## config.mk

```make
export PLATFORM = sky130hd
export DESIGN_NAME = vadd_lanes
export DESIGN_NICKNAME = d
export VERILOG_FILES = /design/src/rtl/vadd_lanes_pkg.sv /design/src/rtl/vadd_lane.sv /design/src/rtl/vadd_lanes.sv
export SDC_FILE = /design/constraint.sdc
export NUM_CORES = 1
export LEC_CHECK = 0
export CAP_MARGIN = 20
export CORE_MARGIN = 2
export CORE_UTILIZATION = 32
export CTS_CLUSTER_DIAMETER = 40
export DETAILED_ROUTE_END_ITERATION = 7
export GPL_TIMING_DRIVEN = 1
export RECOVER_POWER = 100
export SLEW_MARGIN = 20
export SYNTH_ARGS = -nofsm -noshare
export SYNTH_HDL_FRONTEND = slang
export SYNTH_SLANG_ARGS = --single-unit
export TNS_END_PERCENT = 10
```

## constraint.sdc

```tcl
create_clock -name ap_aclk -period 4.8 [get_ports ap_aclk]
set_input_delay 0.96 -clock ap_aclk [delete_from_list [all_inputs] [get_ports ap_aclk]]
set_output_delay 0.96 -clock ap_aclk [all_outputs]
set_load 0.005 [all_outputs]
```

## src/rtl/vadd_lanes_pkg.sv

```systemverilog
// Shared types and constants for the vadd_lanes lane-parallel stream adder.
// Holds the FSM state enum, beat counter width and the legal lane geometry.
package vadd_lanes_pkg;

  typedef enum logic [1:0] {
    ST_IDLE  = 2'd0,
    ST_RUN   = 2'd1,
    ST_DRAIN = 2'd2,
    ST_DONE  = 2'd3
  } state_e;

  localparam int BEAT_CNT_W = 32;
  localparam logic [BEAT_CNT_W-1:0] BEAT_CNT_MAX = '1;

  localparam int LANES_MIN = 1;
  localparam int LANES_MAX = 16;

  function automatic bit elem_w_legal(input int w);
    return (w == 8) || (w == 16) || (w == 32) || (w == 64);
  endfunction

  function automatic bit cfg_legal(input int lanes, input int w, input int tdata_w);
    return (lanes >= LANES_MIN) && (lanes <= LANES_MAX) && elem_w_legal(w)
           && (tdata_w == lanes * w);
  endfunction

endpackage

```

## src/rtl/vadd_lane.sv

```systemverilog
// One combinational lane: a+b or a-b over ELEM_W bits.
// With VADD_LANES_SAT_EN defined the result is clamped to the signed range.
module vadd_lane #(
  parameter int ELEM_W = 32
) (
  input  logic [ELEM_W-1:0] a_i,
  input  logic [ELEM_W-1:0] b_i,
  input  logic              sub_i,
  output logic [ELEM_W-1:0] c_o
);

`ifdef VADD_LANES_SAT_EN
  logic [ELEM_W:0] a_x;
  logic [ELEM_W:0] b_x;
  logic [ELEM_W:0] r_x;
  logic            ovf;

  // One guard bit is enough: overflow shows as the two top bits disagreeing.
  always_comb begin
    a_x = {a_i[ELEM_W-1], a_i};
    b_x = {b_i[ELEM_W-1], b_i};
    r_x = sub_i ? (a_x - b_x) : (a_x + b_x);
    ovf = r_x[ELEM_W] ^ r_x[ELEM_W-1];
    if (!ovf) begin
      c_o = r_x[ELEM_W-1:0];
    end else if (r_x[ELEM_W]) begin
      c_o = {1'b1, {(ELEM_W-1){1'b0}}};
    end else begin
      c_o = {1'b0, {(ELEM_W-1){1'b1}}};
    end
  end
`else
  assign c_o = sub_i ? (a_i - b_i) : (a_i + b_i);
`endif

endmodule

```

## src/rtl/vadd_lanes.sv

```systemverilog
// Joins two AXIS streams beat by beat and emits per-lane sums/differences.
// Optional signed saturation per lane is enabled by defining VADD_LANES_SAT_EN.
module vadd_lanes
  import vadd_lanes_pkg::*;
#(
  parameter int LANES              = 4,
  parameter int ELEM_W             = 32,
  parameter int C_AXIS_TDATA_WIDTH = LANES * ELEM_W
) (
  input  logic                            ap_aclk,
  input  logic                            ap_aresetn,
  input  logic                            ap_start,
  input  logic                            ap_sub,
  output logic                            ap_idle,
  output logic                            ap_done,
  output logic                            err_last,
  output logic [BEAT_CNT_W-1:0]           beat_count,
  output state_e                          dbg_state,
  input  logic                            s_axis_a_tvalid,
  output logic                            s_axis_a_tready,
  input  logic [C_AXIS_TDATA_WIDTH-1:0]   s_axis_a_tdata,
  input  logic [C_AXIS_TDATA_WIDTH/8-1:0] s_axis_a_tkeep,
  input  logic                            s_axis_a_tlast,
  input  logic                            s_axis_b_tvalid,
  output logic                            s_axis_b_tready,
  input  logic [C_AXIS_TDATA_WIDTH-1:0]   s_axis_b_tdata,
  input  logic [C_AXIS_TDATA_WIDTH/8-1:0] s_axis_b_tkeep,
  input  logic                            s_axis_b_tlast,
  output logic                            m_axis_c_tvalid,
  input  logic                            m_axis_c_tready,
  output logic [C_AXIS_TDATA_WIDTH-1:0]   m_axis_c_tdata,
  output logic [C_AXIS_TDATA_WIDTH/8-1:0] m_axis_c_tkeep,
  output logic                            m_axis_c_tlast
);

  localparam int DW = C_AXIS_TDATA_WIDTH;
  localparam int KW = C_AXIS_TDATA_WIDTH / 8;

  if (!cfg_legal(LANES, ELEM_W, C_AXIS_TDATA_WIDTH)) begin : g_bad_cfg
    $error("vadd_lanes: illegal LANES/ELEM_W/C_AXIS_TDATA_WIDTH combination");
  end

  // Handshake rule for all three streams: a beat moves on a rising edge where
  // tvalid and tready are both high; a raised tvalid holds its payload until then.
  state_e                  state_q, state_d;
  logic                    sub_q, sub_d;
  logic                    err_q, err_d;
  logic [BEAT_CNT_W-1:0]   cnt_q, cnt_d;
  logic                    c_valid_q, c_valid_d;
  logic [DW-1:0]           c_data_q, c_data_d;
  logic [KW-1:0]           c_keep_q, c_keep_d;
  logic                    c_last_q, c_last_d;
  logic [DW-1:0]           lane_res;
  logic                    both_valid, slot_free, join_ok, out_hs, start_ok, in_last;

  assign both_valid = s_axis_a_tvalid && s_axis_b_tvalid;
  assign slot_free  = !c_valid_q || m_axis_c_tready;
  assign join_ok    = (state_q == ST_RUN) && both_valid && slot_free;
  assign out_hs     = c_valid_q && m_axis_c_tready;
  assign start_ok   = (state_q == ST_IDLE) && ap_start;
  assign in_last    = s_axis_a_tlast || s_axis_b_tlast;

  for (genvar g = 0; g < LANES; g++) begin : g_lane
    vadd_lane #(.ELEM_W(ELEM_W)) u_lane (
      .a_i   (s_axis_a_tdata[g*ELEM_W +: ELEM_W]),
      .b_i   (s_axis_b_tdata[g*ELEM_W +: ELEM_W]),
      .sub_i (sub_q),
      .c_o   (lane_res[g*ELEM_W +: ELEM_W])
    );
  end

  always_ff @(posedge ap_aclk) begin
    if (!ap_aresetn) begin
      state_q <= ST_IDLE;
    end else begin
      state_q <= state_d;
    end
  end

  always_comb begin
    state_d = state_q;
    case (state_q)
      ST_IDLE:  if (ap_start) state_d = ST_RUN;
      ST_RUN:   if (join_ok && in_last) state_d = ST_DRAIN;
      // Only the tlast beat can still be in the output register here.
      ST_DRAIN: if (out_hs) state_d = ST_DONE;
      ST_DONE:  state_d = ST_IDLE;
      default:  state_d = ST_IDLE;
    endcase
  end

  always_comb begin
    ap_idle         = (state_q == ST_IDLE);
    ap_done         = (state_q == ST_DONE);
    s_axis_a_tready = 1'b0;
    s_axis_b_tready = 1'b0;
    if (state_q == ST_RUN) begin
      s_axis_a_tready = both_valid && slot_free;
      s_axis_b_tready = both_valid && slot_free;
    end
  end

  always_comb begin
    sub_d     = start_ok ? ap_sub : sub_q;
    err_d     = err_q;
    cnt_d     = cnt_q;
    c_valid_d = c_valid_q;
    c_data_d  = c_data_q;
    c_keep_d  = c_keep_q;
    c_last_d  = c_last_q;
    if (start_ok) begin
      err_d = 1'b0;
    end else if (join_ok && (s_axis_a_tlast != s_axis_b_tlast)) begin
      err_d = 1'b1;
    end
    if (start_ok) begin
      cnt_d = '0;
    end else if (out_hs && (cnt_q != BEAT_CNT_MAX)) begin
      cnt_d = cnt_q + BEAT_CNT_W'(1);
    end
    // A join in the same cycle as an output handshake simply overwrites the slot.
    if (join_ok) begin
      c_valid_d = 1'b1;
      c_data_d  = lane_res;
      c_keep_d  = s_axis_a_tkeep & s_axis_b_tkeep;
      c_last_d  = in_last;
    end else if (out_hs) begin
      c_valid_d = 1'b0;
    end
  end

  always_ff @(posedge ap_aclk) begin
    if (!ap_aresetn) begin
      sub_q     <= 1'b0;
      err_q     <= 1'b0;
      cnt_q     <= '0;
      c_valid_q <= 1'b0;
      c_data_q  <= '0;
      c_keep_q  <= '0;
      c_last_q  <= 1'b0;
    end else begin
      sub_q     <= sub_d;
      err_q     <= err_d;
      cnt_q     <= cnt_d;
      c_valid_q <= c_valid_d;
      c_data_q  <= c_data_d;
      c_keep_q  <= c_keep_d;
      c_last_q  <= c_last_d;
    end
  end

  assign err_last        = err_q;
  assign beat_count      = cnt_q;
  assign dbg_state       = state_q;
  assign m_axis_c_tvalid = c_valid_q;
  assign m_axis_c_tdata  = c_data_q;
  assign m_axis_c_tkeep  = c_keep_q;
  assign m_axis_c_tlast  = c_last_q;

endmodule

```

# --- Word level (Yosys, flattened, before mapping) ---
# Cells that the tools add are included.
# W data, S select, Z words.
classes:
  addsub: 9
  n_eq_ne: 8
  mux: 11
  bitwise_logic: 2
  n_reduce_logical: 16
ops:
  columns: ["cell", "count"]
  rows:
  - ["$add A32 B32 Y32", 4]
  - ["$mux W32", 4]
  - ["$sub A32 B32 Y32", 4]
  - ["$add A32 B1 Y32 const B", 1]
  - ["$ne A32 B32 Y1 const B", 1]
  - ["$and A16 B16 Y16", 1]
  - ["$logic_and A1 B1 Y1", 9]
  - ["$pmux W2 S4", 1]
  - ["$mux W2", 3]
  - ["$ne A2 B2 Y1 const B", 3]
  - ["$eq A2 B2 Y1 const B", 2]
  - ["$mux W1", 3]
  - ["$reduce_and A3 Y1", 1]
  - ["$eq A2 B1 Y1 const B", 1]
  - ["$logic_not A2 Y1", 1]
  - ["$logic_or A1 B1 Y1", 2]
  - ["$reduce_bool A2 Y1", 1]
  - ["$reduce_or A2 Y1", 1]
  - ["$logic_not A1 Y1", 1]
  - ["$ne A1 B1 Y1", 1]
  - ["$not A1 Y1", 1]
word_totals:
  ff_bits: 182
  output_inout_bits: 185
  word_cells: 54

# --- Depth between registers and ports, before layout ---
# Gate-level depths: netlist of run 1.
depth:
  word_depth: 6
  ltp_mapped: 20
  depth_no_buf: 19

# --- Hierarchy ---
# Synthesis of run 1 repeated with hierarchy kept, for this count alone.
unflattened:
  cells_unflattened: 2314
  area_unflattened_um2: 16921.2
modules_own_cells:
  columns: ["mod", "instances", "cells_each", "area_each_um2", "seq_area_each_um2"]
  rows:
  - ["vadd_lanes", 1, 866, 7218.2, 3643.5]
  - ["vadd_lane at g_lane[1].u_lane ...", 2, 350, 2349.8, 0.0]
  - ["vadd_lane at g_lane[3].u_lane", 1, 381, 2566.2, 0.0]
  - ["vadd_lane at g_lane[0].u_lane", 1, 367, 2437.3, 0.0]

# --- Worst setup path before layout of run 1 ---
# Ideal clock, no wire load.
synth_path:
  kind: "input to register"
  start: "in s_axis_b_tdata[13]"
  end: "reg c_data_q[29], in the netlist m_axis_c_tdata[29]"
  setup_ns: 0.122
  t_arrival_ns: 4.599
  required_time_ns: 4.678
  path_slack_ns: 0.079
  stages: 16
  n_path_buf: 1
  path_cell_list: "or4_4 -> or3_4 -> nor4_4 -> nor2b_1 -> and2_1 -> a21oi_1 -> xnor2_1 -> ha_1 -> clkbuf_1 -> nand4_1 -> or3_1 -> a211oi_1 -> o211ai_1 -> and2_1 -> and4_1 -> a311o_1"
synth_between:
  elab_chain_cells: 2
  elab_cells_between_ends: 3
synth_lines:
  columns: ["element", "line_no", "text"]
  rows:
  - ["from (decl)", "vadd_lanes.sv:26", "input logic [C_AXIS_TDATA_WIDTH-1:0] s_axis_b_tdata,"]
  - ["$add A32 B32 Y32 / $sub A32 B32 Y32 (equally long branches)", "vadd_lane.sv:33", "assign c_o = sub_i ? (a_i - b_i) : (a_i + b_i);"]
  - ["$mux W32 (*)", "vadd_lane.sv:33", null]
  - ["to (signal assigned)", "vadd_lanes.sv:146", "c_data_q <= c_data_d;"]
  - ["to (decl)", "vadd_lanes.sv:50", "logic [DW-1:0] c_data_q, c_data_d;"]
# Every way passes the cells marked *; elsewhere a longest branch is shown, timed or not.
# A chain may end at the register's enable or synchronous reset.

# --- Final worst setup path of run 1 ---
# Ends and elaborated chain as after synthesis.

==> summary.md, run 1 <==
| Metric | Value |
|---|---|
| CP cell instances | `clkdlybuf4s50_1, or4_4, or3_4, nor4_4, nor2b_4, and2_1, a21oi_1, xnor2_1, ha_1, nand4_1, or3_1, a211oi_1, o211ai_1, and2_1, and4_1, a311o_1` |
| Placer Congestion | `0.935` |
| Max_slew headroom | `-19.3%` |
| Core box area | `49900 sq um` |
| Final TNS setup | `0 ns` |
| Synthesized cell area | `16100 sq um` |
| Hold buffer count at CTS | `0` |
| Final count of pins violating max slew | `87` |
| WP data required | `5.19 ns` |
| Vias in the first global route | `18343` |
| Max IR drop VDD | `0.244 mV` |
| Cell count after synthesis | `2169` |
| Tcrit/Tclk final | `95.7%` |
| Crit Path Class | `in2reg` |
| Global routing's busiest layer | `met2` |
| CP peak stage delay | `0.57 ns` |
| Clk_skew | `0.0126 ns` |
| WHS Endpoint | `m_axis_c_tdata[3]` |
| IO Pins | `482` |
| Initial antenna violation count | `13` |
| Post-synth EDFFs | `0` |
| Crit path top cell by count | `and2_1` |
| Fin. Hold Viols | `0` |
| Status | `finished, violations left` |
| Syn nets | `2604` |
| Failing checks | `max-capacitance violations, max-slew violations` |
| Met3 Track Usage GR | `5.44%` |
| Drt pass-1 iters | `5` |
| Synthesized flop and latch total | `182` |
| Flop2flop setup slack | `0.89 ns` |
| Post-CTS Setup Inserts | `0` |
| Commonest non-fill, non-tap cell in the layout | `clkdlybuf4s50_1` |
| Static Leakage | `10.1 nW` |
| Main flop type after synthesis | `dfxtp_1` |
| Largest net degree at the start of global routing | `63` |
| RSZ-0062 raised after global routing | `yes` |
| R2r startpoint | `sub_q` |
| H-tree depth | `4` |
| PortBufs | `481` |
| Dpl ws | `-0.409 ns` |
| PD cells | `317 nW/um^2` |
| Tightest Pin Transition | `1.79 ns` |
| GRT overflow | `0` |
| Unique masters post-synth | `89` |
| Clock Root Buffer | `clkbuf_16` |
| Hold path cells | `2` |
| Minimum clock period after layout | `4.60 ns` |
| Hold path start | `m_axis_c_tdata[3]` |
| First-pass GRT wire length | `101 mm` |
| Final setup viols | `0` |
| Syn_area_per_cell | `7.40 sq um` |
| Layout cells sized above 1 | `11.8%` |
| RR Endpoint | `m_axis_c_tdata[84]` |
| Worst skew pair latency | `0.49 ns` |
| Die width | `228 um` |
| DR iter-0 viols | `1075` |
| Total placed instance area | `23500 sq um` |
| Die area | `52000 sq um` |
| Num CTS Buffers | `17` |
| Slowest-stage cell, CP | `or4_4` |
| YS warnings | `0` |
| Met1 usage | `30.0%` |
| Final Cell Area | `24000 sq um` |
| Post-DP HPWL | `51.6 mm` |
| Worst min-delay path category | `reg2reg` |
| Starting Density | `32.2%` |
| Fmax achieved | `0.218 GHz` |
| Area of the multi-input gates | `11800 sq um` |
| Total power | `0.00762 W` |
| Critical path endpoint category | `flop` |
| Fillers | `5068` |
| Post-DR vias/cell | `5.27` |
| Most frequent cells in the layout | `clkdlybuf4s50_1 (291), a21oi_1 (261), buf_4 (251), nand2_1 (215), nor2_1 (191)` |
| Setup ws final | `0.204 ns` |
| Ys async rst share | `0%` |
| Clk slew on worst S/H paths | `0.08 ns` |
| Sequential area share after synthesis | `22.7%` |
| Crit path DAT | `4.98 ns` |
| Via Count | `18657` |
| Max-cap viol count | `2` |
| DRT antenna net count | `0` |
| Largest fanout on the critical path | `4` |
| Met2 usage | `41.7%` |
| R2R depth | `14` |
| Row count | `82` |
| FF/Latch Area | `3650 sq um` |
| Layout Area Growth over Synthesis | `49.5%` |
| CTS tree | `built` |
| All-Layer GR Usage | `24.4%` |
| Layout Nets | `3286` |
| Critical path launch point type | `input pin` |
| Routed len/inst | `18.3 um` |
| Die H | `228 um` |
| WHS | `0.448 ns` |
| Final WL | `64.9 mm` |
| # clock sinks | `182` |
| DRC | `0` |
| Resized cells post-CTS | `0` |
| Clock tree buffer depth | `2` |
[final cells by class]
type	instances	share of cell area, %
Multi-Input combinational cell	1808	49.0
Timing Repair Buffer	763	28.6
Sequential cell	182	15.2
Tap cell	672	3.50
Clock buffer	18	1.79
Inverter	79	1.26
Clock inverter	14	0.657
Antenna cell	6	0.0625
[power breakdown]
group	total, W	leakage [nW]	switching, W	internal [W]
registers	0.00172	1.47	0.0000761	0.00164
logic	0.00442	8.33	0.00230	0.00212
clock network	0.00149	0.285	0.000788	0.000699
total	0.00762	10.1	0.00316	0.00446
[metrics by stage]
stage               utilization [%]  std cells
floorplan                         -       2169
global route                   48.1       3541
detailed placement             47.1       3504
global placement               47.1       3504
finish                         48.1       3542
CTS                            48.3       3536
[synthesized netlist by cell type, types with 12 or more instances]
cell type | n | area share, %
a211oi_1 | 29 | 1.4
a21o_1 | 80 | 3.7
a21oi_1 | 263 | 8.2
a31oi_1 | 27 | 1.1
and2_1 | 16 | 0.62
and3_1 | 25 | 0.97
and4_1 | 13 | 0.71
clkbuf_1 | 84 | 2.0
dfxtp_1 | 182 | 23
ha_1 | 134 | 10
inv_1 | 77 | 1.8
nand2_1 | 217 | 5.1
nand2b_1 | 12 | 0.47
nand3_1 | 88 | 2.7
nand4_1 | 29 | 1.1
nor2_1 | 194 | 4.5
nor2b_1 | 15 | 0.58
nor3_1 | 78 | 2.4
nor4_1 | 13 | 0.51
o21a_1 | 23 | 1.1
o21ai_0 | 105 | 3.3
o21bai_1 | 12 | 0.56
o31ai_1 | 17 | 0.79
or3_1 | 38 | 1.5
xnor2_1 | 178 | 9.7
xor2_1 | 38 | 2.1
[critical path, delay by kind of cell]
family	cells	cell delay, ns
buf+inv	1	0.43
compound gates	4	0.77
simple gates	9	2.36
xor+xnor	1	0.16
fa+ha+maj	1	0.30
[cells by family (layout without fill, tap and decap cells)]
| group | Yosys count | count (layout) | share of synthesized area (%) |
|---|---|---|---|
| flip-flops | 182 | 182 | 22.7 |
| AO/OA/AOI/OAI | 650 | 650 | 25.2 |
| buffers and inverters | 179 | 874 | 4.28 |
| adder cells (fa/ha/maj) | 138 | 138 | 10.9 |
| multiplexers | 9 | 9 | 0.561 |
| AND/OR/NAND/NOR | 793 | 793 | 24.3 |
| other | 0 | 6 | 0 |
| XOR/XNOR | 218 | 218 | 12.0 |
[worst max-delay path by stage]
stage	startpoint	end
2_1_floorplan	s_axis_b_tdata[13]	m_axis_c_tdata[29]
3_3_place_gp	s_axis_b_tdata[13]	m_axis_c_tdata[29]
3_5_place_dp	s_axis_b_tdata[13]	m_axis_c_tdata[29]
4_1_cts	s_axis_b_tdata[13]	m_axis_c_tdata[29]
5_1_grt	s_axis_b_tdata[13]	m_axis_c_tdata[29]
6_report	s_axis_b_tdata[13]	m_axis_c_tdata[29]
[flip-flops by register name, indices dropped and copies added (netlist names)]
signal and count:
sub_q 1, err_last 1, m_axis_c_tkeep 16, dbg_state 2
m_axis_c_tdata 128, beat_count 32, m_axis_c_tlast 1, m_axis_c_tvalid 1
[metal layers]
metal / vias to the layer above / share of wire [%]
li1: 9223 / -
met1: 8770 / 44
met2: 549 / 47
met3: 101 / 5.4
met4: 14 / 2.8
met5: - / 0.17
Power figures use the tool's default switching activity.
==> run 2: changes to the inputs <==
--- a/config.mk
+++ b/config.mk
@@ -11,6 +11,7 @@
 export CTS_CLUSTER_DIAMETER = 40
 export DETAILED_ROUTE_END_ITERATION = 7
 export GPL_TIMING_DRIVEN = 1
+export MAX_ROUTING_LAYER = met4
 export RECOVER_POWER = 100
 export SLEW_MARGIN = 20
 export SYNTH_ARGS = -nofsm -noshare
==> summary.md, run 2 (synthesis results as in run 1) <==
| Metric | Value |
|---|---|
| Fmax achieved | `0.215 GHz (was 0.218 GHz)` |
| Total placed instance area | `23500 sq um (about the same)` |
| Minimum clock period after layout | `4.65 ns (was 4.60 ns)` |
| Via Count | `18583 (was 18657)` |
| Tightest Pin Transition | `1.73 ns (was 1.79 ns)` |
| All-Layer GR Usage | `25.4% (was 24.4%)` |
| First-pass GRT wire length | `102 mm (was 101 mm)` |
| Clk slew on worst S/H paths | `0.07 ns (was 0.08 ns)` |
| # clock sinks | `182 (unchanged)` |
| Starting Density | `32.2% (unchanged)` |
| Max IR drop VDD | `0.204 mV (was 0.244 mV)` |
| Area of the multi-input gates | `11700 sq um (was 11800 sq um)` |
| PD cells | `321 nW/um^2 (was 317 nW/um^2)` |
| Drt pass-1 iters | `5 (unchanged)` |
| DR iter-0 viols | `1123 (was 1075)` |
| Routed len/inst | `18.4 um (was 18.3 um)` |
| Die width | `228 um (unchanged)` |
| Static Leakage | `10.1 nW (about the same)` |
| Clock Root Buffer | `clkbuf_16 (unchanged)` |
| Flop2flop setup slack | `0.84 ns (was 0.89 ns)` |
| CP cell instances | `clkdlybuf4s50_1, or3_1, or3_1, nor2_1, nor2_1, xnor2_1, ha_1, and3_1, nand3_1, a211oi_1, nor2_1, o21ai_0, a21oi_1, clkbuf_4, or4_1, nand3_1 (was clkdlybuf4s50_1, or4_4, or3_4, nor4_4, nor2b_4, and2_1, a21oi_1, xnor2_1, ha_1, nand4_1, or3_1, a211oi_1, o211ai_1, and2_1, and4_1, a311o_1)` |
| Final count of pins violating max slew | `25 (was 87)` |
| Most frequent cells in the layout | `clkdlybuf4s50_1 (290), a21oi_1 (263), buf_4 (247), nand2_1 (215), nor2_1 (192) (was clkdlybuf4s50_1 (291), a21oi_1 (261), buf_4 (251), nand2_1 (215), nor2_1 (191))` |
| Setup ws final | `0.154 ns (was 0.204 ns)` |
| Layout Area Growth over Synthesis | `49.8% (was 49.5%)` |
| RR Endpoint | `m_axis_c_tdata[120] (was m_axis_c_tdata[84])` |
| Failing checks | `max-capacitance violations, max-slew violations (unchanged)` |
| FF/Latch Area | `3650 sq um (unchanged)` |
| CP peak stage delay | `0.47 ns (was 0.57 ns)` |
| DRC | `0 (unchanged)` |
| Final WL | `65.3 mm (was 64.9 mm)` |
| Worst skew pair latency | `0.50 ns (was 0.49 ns)` |
| H-tree depth | `4 (unchanged)` |
| Worst Setup SP | `s_axis_b_tdata[5] (was s_axis_b_tdata[13])` |
| IO Pins | `482 (unchanged)` |
| Slowest-stage cell, CP | `or3_1 (was or4_4)` |
| R2R depth | `13 (was 14)` |
| Die H | `228 um (unchanged)` |
| Dpl ws | `-0.401 ns (was -0.409 ns)` |
| Placer Congestion | `0.960 (was 0.935)` |
| Largest fanout on the critical path | `6 (was 4)` |
| Clock tree buffer depth | `2 (unchanged)` |
| R2r startpoint | `sub_q (unchanged)` |
| Layout Nets | `3284 (was 3286)` |
| Hold path cells | `2 (unchanged)` |
| Crit Path Class | `in2reg (unchanged)` |
| Status | `finished, violations left (unchanged)` |
| CTS tree | `built (unchanged)` |
| Max FFs per register | `128 (unchanged)` |
| Post-DR vias/cell | `5.24 (was 5.27)` |
| WHS Endpoint | `m_axis_c_tdata[73] (was m_axis_c_tdata[3])` |
| WP data required | `5.24 ns (was 5.19 ns)` |
| Post-CTS Setup Inserts | `0 (unchanged)` |
| DRT antenna net count | `0 (unchanged)` |
| PortBufs | `481 (unchanged)` |
| Fin. Hold Viols | `0 (unchanged)` |
| Critical path launch point type | `input pin (unchanged)` |
| Initial antenna violation count | `14 (was 13)` |
| Layout cells sized above 1 | `11.7% (was 11.8%)` |
| Final setup viols | `0 (unchanged)` |
| Post-DP HPWL | `51.8 mm (was 51.6 mm)` |
| Row count | `82 (unchanged)` |
| Commonest non-fill, non-tap cell in the layout | `clkdlybuf4s50_1 (unchanged)` |
| GRT overflow | `0 (unchanged)` |
| Hold path start | `m_axis_c_tdata[73] (was m_axis_c_tdata[3])` |
| RSZ-0062 raised after global routing | `yes (unchanged)` |
| Fillers | `5010 (was 5068)` |
| Die area | `52000 sq um (unchanged)` |
| Max-cap viol count | `1 (was 2)` |
| Max_slew headroom | `-15.5% (was -19.3%)` |
| Num CTS Buffers | `17 (unchanged)` |
| Crit path DAT | `5.09 ns (was 4.98 ns)` |
| Util after Layout | `48.3% (was 48.1%)` |
| Clk_skew | `0.0161 ns (was 0.0126 ns)` |
| Tcrit/Tclk final | `96.8% (was 95.7%)` |
| Core box area | `49900 sq um (unchanged)` |
| Worst min-delay path category | `reg2reg (unchanged)` |
| Crit path top cell by count | `nor2_1 (was and2_1)` |
| Final Cell Area | `24100 sq um (was 24000 sq um)` |
| Vias in the first global route | `18468 (was 18343)` |
| Largest net degree at the start of global routing | `114 (was 63)` |
| Critical path endpoint category | `flop (unchanged)` |
-- run 2: cell types whose count changed in the layout (fill, tap and decap cells not counted), sizes merged --
cell           delta
inv               +1
clkinv            -2
buf               -3
clkinvlp          -1
clkbuf            +1
diode             +8
clkdlybuf4s50     -1
bufinv            +2
dlygate4sd3       +1
-- run 2: cell type report --
cell class	instances	area share, %
Multi-Input combinational cell	1808	48.8
Clock buffer	18	1.78
Sequential cell	182	15.2
Antenna cell	14	0.146
Tap cell	672	3.49
Clock inverter	14	0.832
Timing Repair Buffer	761	28.5
Inverter	79	1.25
-- run 2: how the worst max path moves through the flow --
| stage | to | slack, ns | depth (start not counted) |
|---|---|---|---|
| after floorplan | m_axis_c_tdata[29] | 0.08 | 16 |
| after global placement | m_axis_c_tdata[29] | -0.36 | 17 |
| after detailed placement | m_axis_c_tdata[29] | -0.40 | 16 |
| after CTS | m_axis_c_tdata[29] | 0.13 | 16 |
| after global routing | m_axis_c_tdata[29] | -0.02 | 17 |
| final | m_axis_c_tdata[26] | 0.15 | 16 |
-- run 2: worst max-delay path, delay by kind of cell --
kind,cells,cell delay [ns]
compound gates,3,0.81
xor+xnor,1,0.16
fa+ha+maj,1,0.38
buf+inv,2,0.60
simple gates,9,2.15
-- run 2: power breakdown --
| group | switching, W | internal (W) |
|---|---|---|
| registers | 0.0000763 | 0.00164 |
| logic | 0.00230 | 0.00212 |
| clock network | 0.000787 | 0.000804 |
-- run 2: timing repair --
action / 4_1_cts / 5_1_grt
resized for setup: 0 / 7
hold endpoints to repair: 0 / 0
hold buffers: 0 / 0
setup endpoints to repair: 0 / 7
-- run 2: per-layer routing --
metal  part of all wire (%)  global-route usage (%)
met4                    2.7                    9.52
met1                     43                    29.8
met5                      0                       -
met3                    5.8                    5.09
met2                     48                    42.8
-- run 2: through the flow --
stage | cells | hold WS, ns | power [W] | setup TNS [ns]
finish | 3548 | 0.450 | 0.00773 | 0
global route | 3548 | 0.474 | 0.00830 | -0.0745
global placement | 3502 | 0.437 | 0.00619 | -2.79
CTS | 3534 | 0.454 | 0.00788 | 0
floorplan | 2169 | 0.448 | 0.00431 | 0
detailed placement | 3502 | 0.443 | 0.00623 | -4.09
